[config.mk]
export PLATFORM = sky130hd
export DESIGN_NAME = kernel_ap_ctrl_flat
export DESIGN_NICKNAME = d
export VERILOG_FILES = /design/src/rtl/kernel_ap_ctrl_pkg.sv /design/src/rtl/kernel_ap_ctrl_if.sv /design/src/rtl/kernel_ap_ctrl_down_counter.sv /design/src/rtl/kernel_ap_ctrl.sv /design/src/flat_wrapper.sv
export SDC_FILE = /design/constraint.sdc
export NUM_CORES = 1
export LEC_CHECK = 0
export ABC_AREA = 1
export ABC_CLOCK_PERIOD_IN_PS = 2300
export CAP_MARGIN = 20
export CORE_AREA = 2 2 113 115
export DETAILED_ROUTE_END_ITERATION = 16
export DIE_AREA = 0 0 115 117
export GPL_TIMING_DRIVEN = 1
export RECOVER_POWER = 25
export SLEW_MARGIN = 20
export SYNTH_ARGS = -nofsm -noshare
export SYNTH_HDL_FRONTEND = slang
export SYNTH_HIERARCHICAL = 1
export SYNTH_SLANG_ARGS = --single-unit
[constraint.sdc]
create_clock -name clk -period 2.3 [get_ports clk]
set_input_delay 0.46 -clock clk [delete_from_list [all_inputs] [get_ports clk]]
set_output_delay 0.46 -clock clk [all_outputs]
set_load 0.01 [all_outputs]
[src/rtl/kernel_ap_ctrl_pkg.sv]
// Shared state encodings and constants for the riscv_kernel run controller.
// DONE_ADDR_DEFAULT must track the DONE word in the software linker map.
package kernel_ap_ctrl_pkg;

    localparam logic [2:0] ST_IDLE  = 3'd0;
    localparam logic [2:0] ST_RESET = 3'd1;
    localparam logic [2:0] ST_RUN   = 3'd2;
    localparam logic [2:0] ST_DRAIN = 3'd3;
    localparam logic [2:0] ST_DONE  = 3'd4;

    localparam logic [29:0] DONE_ADDR_DEFAULT = 30'h100;

    function automatic int imax(input int a, input int b);
        return (a > b) ? a : b;
    endfunction

endpackage

[src/rtl/kernel_ap_ctrl_if.sv]
// Host handshake and dmem snoop bundle for kernel_ap_ctrl.
// master = host/SoC side, slave = controller side.
interface kernel_ap_ctrl_if #(
    parameter int AddressWidth_dmem = 30,
    parameter int DataWidth         = 32,
    parameter int CNT_WIDTH         = 32
);

    logic                         ap_start;
    logic                         ap_idle;
    logic                         ap_ready;
    logic                         ap_done;
    logic [DataWidth-1:0]         ap_return;
    logic                         timeout_flag;
    logic [CNT_WIDTH-1:0]         cycle_count;
    logic [AddressWidth_dmem-1:0] dmem_address0;
    logic                         dmem_we0;
    logic [DataWidth-1:0]         dmem_d0;

    modport master (
        output ap_start,
        output dmem_address0,
        output dmem_we0,
        output dmem_d0,
        input  ap_idle,
        input  ap_ready,
        input  ap_done,
        input  ap_return,
        input  timeout_flag,
        input  cycle_count
    );

    modport slave (
        input  ap_start,
        input  dmem_address0,
        input  dmem_we0,
        input  dmem_d0,
        output ap_idle,
        output ap_ready,
        output ap_done,
        output ap_return,
        output timeout_flag,
        output cycle_count
    );

endinterface

[src/rtl/kernel_ap_ctrl_down_counter.sv]
// Loadable down-counter shared by the RESET hold and the DRAIN wait.
// Stops at zero; load has priority over decrement.
module kernel_ap_ctrl_down_counter #(
    parameter int W = 3
) (
    input  logic         clk,
    input  logic         rst,
    input  logic         load,
    input  logic [W-1:0] load_val,
    input  logic         en,
    output logic         zero
);

    logic [W-1:0] cnt;

    always_ff @(posedge clk) begin
        if (rst) begin
            cnt <= '0;
        end else if (load) begin
            cnt <= load_val;
        end else if (en && (cnt != '0)) begin
            cnt <= cnt - 1'b1;
        end
    end

    assign zero = (cnt == '0);

endmodule

[src/rtl/kernel_ap_ctrl.sv]
// ap_ctrl_hs run controller: holds riscv_kernel in reset while idle, runs it,
// snoops dmem for the DONE store, drains, and reports result and cycle count.
module kernel_ap_ctrl
    import kernel_ap_ctrl_pkg::*;
#(
    parameter int                           AddressWidth_dmem = 30,
    parameter int                           DataWidth         = 32,
    parameter logic [AddressWidth_dmem-1:0] DONE_ADDR         =
        AddressWidth_dmem'(DONE_ADDR_DEFAULT),
    parameter int                           RST_CYCLES        = 4,
    parameter int                           DRAIN_CYCLES      = 3,
    parameter logic [31:0]                  TIMEOUT           = 32'd1000000,
    parameter int                           CNT_WIDTH         = 32
) (
    input  logic             clk,
    input  logic             rst,
    kernel_ap_ctrl_if.slave  bus,
    output logic             core_rst
);

    localparam int CTR_W = $clog2(imax(RST_CYCLES, DRAIN_CYCLES)) + 1;
    localparam logic [CTR_W-1:0] RST_LOAD   = CTR_W'(RST_CYCLES - 1);
    localparam logic [CTR_W-1:0] DRAIN_LOAD = CTR_W'(DRAIN_CYCLES - 1);
    localparam logic [CNT_WIDTH-1:0] TMO_LAST = CNT_WIDTH'(TIMEOUT - 32'd1);

    logic [2:0]       st;
    logic [2:0]       nxt;
    logic             hit;
    logic             tmo;
    logic             ctr_load;
    logic             ctr_en;
    logic             ctr_zero;
    logic [CTR_W-1:0] ctr_val;

    assign hit = (st == ST_RUN) && bus.dmem_we0
              && (bus.dmem_address0 == DONE_ADDR);

    // A store landing on the last allowed cycle still counts as a clean finish.
    assign tmo = (st == ST_RUN) && (TIMEOUT != 32'd0)
              && (bus.cycle_count == TMO_LAST) && !hit;

    kernel_ap_ctrl_down_counter #(
        .W (CTR_W)
    ) u_ctr (
        .clk      (clk),
        .rst      (rst),
        .load     (ctr_load),
        .load_val (ctr_val),
        .en       (ctr_en),
        .zero     (ctr_zero)
    );

    always_comb begin
        nxt      = st;
        ctr_load = 1'b0;
        ctr_val  = '0;
        ctr_en   = 1'b0;
        unique case (st)
            ST_IDLE: begin
                if (bus.ap_start) begin
                    nxt      = ST_RESET;
                    ctr_load = 1'b1;
                    ctr_val  = RST_LOAD;
                end
            end
            ST_RESET: begin
                if (ctr_zero) nxt = ST_RUN;
                else          ctr_en = 1'b1;
            end
            ST_RUN: begin
                if (hit || tmo) begin
                    nxt      = ST_DRAIN;
                    ctr_load = 1'b1;
                    ctr_val  = DRAIN_LOAD;
                end
            end
            ST_DRAIN: begin
                if (ctr_zero) nxt = ST_DONE;
                else          ctr_en = 1'b1;
            end
            ST_DONE: nxt = ST_IDLE;
            default: nxt = ST_IDLE;
        endcase
    end

    // Status outputs are registered from the next state so they align with it.
    always_ff @(posedge clk) begin
        if (rst) begin
            st               <= ST_IDLE;
            core_rst         <= 1'b1;
            bus.ap_idle      <= 1'b1;
            bus.ap_ready     <= 1'b0;
            bus.ap_done      <= 1'b0;
            bus.ap_return    <= '0;
            bus.timeout_flag <= 1'b0;
            bus.cycle_count  <= '0;
        end else begin
            st           <= nxt;
            core_rst     <= (nxt == ST_IDLE) || (nxt == ST_RESET)
                         || (nxt == ST_DONE);
            bus.ap_idle  <= (nxt == ST_IDLE);
            bus.ap_ready <= (st == ST_RESET) && (nxt == ST_RUN);
            bus.ap_done  <= (nxt == ST_DONE);
            if ((st == ST_IDLE) && bus.ap_start) begin
                bus.ap_return    <= '0;
                bus.timeout_flag <= 1'b0;
                bus.cycle_count  <= '0;
            end
            if (st == ST_RUN) begin
                if (~&bus.cycle_count) begin
                    bus.cycle_count <= bus.cycle_count + 1'b1;
                end
                if (hit) begin
                    bus.ap_return <= bus.dmem_d0;
                end else if (tmo) begin
                    bus.ap_return    <= '1;
                    bus.timeout_flag <= 1'b1;
                end
            end
        end
    end

endmodule

[src/flat_wrapper.sv]
// flat-port wrapper written by rule: the top's interface ports become plain ports
module kernel_ap_ctrl_flat import kernel_ap_ctrl_pkg::*;
#(
    parameter int                           AddressWidth_dmem = 30,
    parameter int                           DataWidth         = 32,
    parameter logic [AddressWidth_dmem-1:0] DONE_ADDR         =
        AddressWidth_dmem'(DONE_ADDR_DEFAULT),
    parameter int                           RST_CYCLES        = 4,
    parameter int                           DRAIN_CYCLES      = 3,
    parameter logic [31:0]                  TIMEOUT           = 32'd1000000,
    parameter int                           CNT_WIDTH         = 32
)
  (clk, rst, core_rst, bus_ap_start, bus_dmem_address0, bus_dmem_we0, bus_dmem_d0, bus_ap_idle, bus_ap_ready, bus_ap_done, bus_ap_return, bus_timeout_flag, bus_cycle_count);
  kernel_ap_ctrl_if #(.AddressWidth_dmem(AddressWidth_dmem), .DataWidth(DataWidth), .CNT_WIDTH(CNT_WIDTH)) bus_i ();
  input  logic clk;
  input  logic rst;
  output logic core_rst;
  input wire logic [$bits(bus_i.ap_start)-1:0] bus_ap_start;
  input wire logic [$bits(bus_i.dmem_address0)-1:0] bus_dmem_address0;
  input wire logic [$bits(bus_i.dmem_we0)-1:0] bus_dmem_we0;
  input wire logic [$bits(bus_i.dmem_d0)-1:0] bus_dmem_d0;
  output wire logic [$bits(bus_i.ap_idle)-1:0] bus_ap_idle;
  output wire logic [$bits(bus_i.ap_ready)-1:0] bus_ap_ready;
  output wire logic [$bits(bus_i.ap_done)-1:0] bus_ap_done;
  output wire logic [$bits(bus_i.ap_return)-1:0] bus_ap_return;
  output wire logic [$bits(bus_i.timeout_flag)-1:0] bus_timeout_flag;
  output wire logic [$bits(bus_i.cycle_count)-1:0] bus_cycle_count;
  assign bus_i.ap_start = bus_ap_start;
  assign bus_i.dmem_address0 = bus_dmem_address0;
  assign bus_i.dmem_we0 = bus_dmem_we0;
  assign bus_i.dmem_d0 = bus_dmem_d0;
  assign bus_ap_idle = bus_i.ap_idle;
  assign bus_ap_ready = bus_i.ap_ready;
  assign bus_ap_done = bus_i.ap_done;
  assign bus_ap_return = bus_i.ap_return;
  assign bus_timeout_flag = bus_i.timeout_flag;
  assign bus_cycle_count = bus_i.cycle_count;
  kernel_ap_ctrl #(.AddressWidth_dmem(AddressWidth_dmem), .DataWidth(DataWidth), .DONE_ADDR(DONE_ADDR), .RST_CYCLES(RST_CYCLES), .DRAIN_CYCLES(DRAIN_CYCLES), .TIMEOUT(TIMEOUT), .CNT_WIDTH(CNT_WIDTH)) u_core (.clk(clk), .rst(rst), .bus(bus_i), .core_rst(core_rst));
endmodule
==> metrics.md <==
| Metric | Value |
|---|---|
| Status | finished clean |
| Sequential cell area fraction in the yosys report | 0.359 |
| Power per cell area | 544 nW/um2 |
| Detailed placement HPWL | around 9600 um |
| Synth Instances | 652 |
| Max Cap Viol | 0 |
| Metal2 WL | 6170 um |
| Die Area | between 10000 and 15000 um2 |
| DRT Pass-1 Iters | 4 |
| WL met1 | 5640 um |
| GP Congestion | 0.951 |
| Synth unique cells | 36 |
| CP Capture Type | register |
| CTS Buf Count | 9 |
| Fillcell total | 1294 |
| Io pins | 135 |
| Most frequent cells in the layout | nor2_1 (150), nand2_1 (140), clkdlybuf4s50_1 (103) |
| Pin count of the biggest net entering global routing | 38 |
| Die span in y | about 120 um |
| Top layer reached by signal wires | met4 |
| Initial Utilization | 0.340 |
| Slew Viols, Final | 0 |
| Commonest non-fill, non-tap cell in the layout | nor2_1 |
| Skew-Pair Late Insertion Delay | 0.34 ns |
| Synth Register Bits | 75 |
| Core region area | 12300 um2 |
| Synth Cell Area | 4190 um2 |
| Fmax | slightly below 500 MHz |
| Final net count | 860 |
| H-tree depth | 3 |
| Final hold vios | 0 |
| WHS | 0.458 ns |
| Vias in the first global route | 4379 |
| Initial antenna violation count | 0 |
| Reg clk slew, reported paths | ~0.060 ns |
| Worst Hold Class | reg -> reg |
| Post-layout util | 0.488 |
| GRT overflow | 0 |
| Routed wl met3 | 972 um |
| Crit path arrival time | 2.29 ns |
| Setup crit start kind | register |
| Final clock skew | roughly 0.007 ns |
| Port Buffers | 134 |
| Die Wd | 115 um |
| Final Power | approximately 3.3 mW |
| Pleak | 2.39 nW |
| Std-Cell Rows | 41 |
| Clk sinks | 75 |
| RSZ-0062 raised after global routing | no |
| Clk buf depth | 2 |
| Synthesis warning total | 6 |
| Layout cells sized above 1 | 0.0704 |
| # diodes | 0 |
| Iteration-0 DRC Markers | about 310 |
| Crit path max fanout | 33 |
| DRC | 0 |
| VDD IR max | 388 uV |
| Via density | between 4 and 5 |
| Wire per inst | 13.7 um |
| Worst slew pin tran | ~0.70 ns |
| Vias | 4598 |
| Routed WL | 13000 um |
| Final setup viols | 0 |
| P&R area growth vs syn | 43.6% |
| CTS root buffer | clkbuf_16 |
| CTS tree | built |
| Period Utilization, post-route | 0.898 |
| Gr usage total | 0.195 |
| Post-CTS Setup Repair Bufs | 0 |
| Critical path required time | 2.53 ns |
| Crit path kind | reg -> reg |
| Syn_nets | ~720 |
| Fin crit period | between 2 and 2.5 ns |
| Final instance area | 6010 um2 |
| Setup TNS Final | 0 ns |
| Slew margin rel. | 0.531 |
| Antenna-violating nets left | 0 |
| Post-DP Area | 5690 um2 |
| Avg Inst Size Synth | 6.42 um2 |
| Global-route wire length before repair | 20700 um |
power breakdown:
part / total (mW) / leakage (nW) / internal (mW) / switching (mW)
combinational: 0.479 / 1.64 / 0.215 / 0.264
sequential: 1.34 / 0.605 / 1.33 / 0.0134
clock: 1.45 / 0.144 / 0.854 / 0.596
total: 3.27 / 2.39 / 2.40 / 0.873
path summary, 6_finish.rpt:
| check | slack, ns | start | endpoint | cells after the start |
|---|---|---|---|---|
| max | 0.23 | u_core/st[2] | u_core/bus.ap_return[30] | 8 |
| min | 0.46 | u_core/bus.timeout_flag | u_core/bus.timeout_flag | 2 |
| max reg2reg | 0.23 | u_core/st[2] | u_core/bus.ap_return[30] | 8 |
| min reg2reg | 0.46 | u_core/bus.timeout_flag | u_core/bus.timeout_flag | 2 |
cell usage after synthesis, drive strengths merged:
library cell,instances,area share
nor2,159,0.15
nand2,143,0.13
dfxtp,75,0.36
inv,62,0.056
nand3,56,0.074
o21ai,51,0.065
a21oi,26,0.031
nor3,19,0.024
clkbuf,14,0.013
nand4,10,0.018
xor2,10,0.021
buf,8,0.020
nand3b,8,0.014
ha,3,0.0090
a21boi,2,0.0036
xnor2,2,0.0042
a21o,1,0.0018
conb,1,0.00090
nor3b,1,0.0018
o21bai,1,0.0018
layer usage:
layer  vias up  GRT usage
li1       2359          -
met1      2083      0.232
met2       136      0.330
met3        20     0.0721
met4         0     0.0562
met5         -          0
critical path, cell delays in order, from the launching register on:
cell     delay, ns
dfxtp_1       0.34
inv_2         0.09
nand3_1       0.12
buf_4         0.25
nor3_1        0.25
nand4_2       0.27
buf_4         0.33
o21ai_0       0.21
nor2_1        0.08
area by class of cell:
type | count | area, um2 | area share
Multi-Input combinational cell | 494 | 2330 | 0.388
Clock buffer | 10 | 229 | 0.0381
Sequential cell | 75 | 1500 | 0.250
Clock inverter | 6 | 72.6 | 0.0121
Timing Repair Buffer | 149 | 1450 | 0.242
Inverter | 62 | 233 | 0.0387
Tap cell | 150 | 188 | 0.0312
stage by stage:
| stage | std cells | worst slack, ns |
|---|---|---|
| after floorplan | 652 | 0.492 |
| after global placement | 929 | 0.141 |
| after detailed placement | 929 | 0.108 |
| after CTS | 945 | 0.143 |
| after global routing | 946 | 0.0362 |
| final | 946 | 0.234 |
registers in the layout (all words and copies together), names as in the netlist:
register                 cells
u_core/bus.cycle_count      32
u_core/st                    3
u_core/core_rst              1
u_core/bus.ap_ready          1
u_core/bus.ap_idle           1
u_core/u_ctr/cnt             3
u_core/bus.ap_return        32
u_core/bus.timeout_flag      1
u_core/bus.ap_done           1
what timing repair did:
action / in CTS / in global routing
resized for setup: 0 / 1
endpoints found under the setup margin: 0 / 7
hold buffers: 0 / 0
cell families after synthesis:
family	share of synthesized area
xor+xnor	0.0251
other cells	0.000896
flops	0.359
buf+inv	0.0882
fa+ha+maj	0.00897
simple gates	0.414
compound gates	0.104
Note: power is estimated with default switching activity, not from simulation.
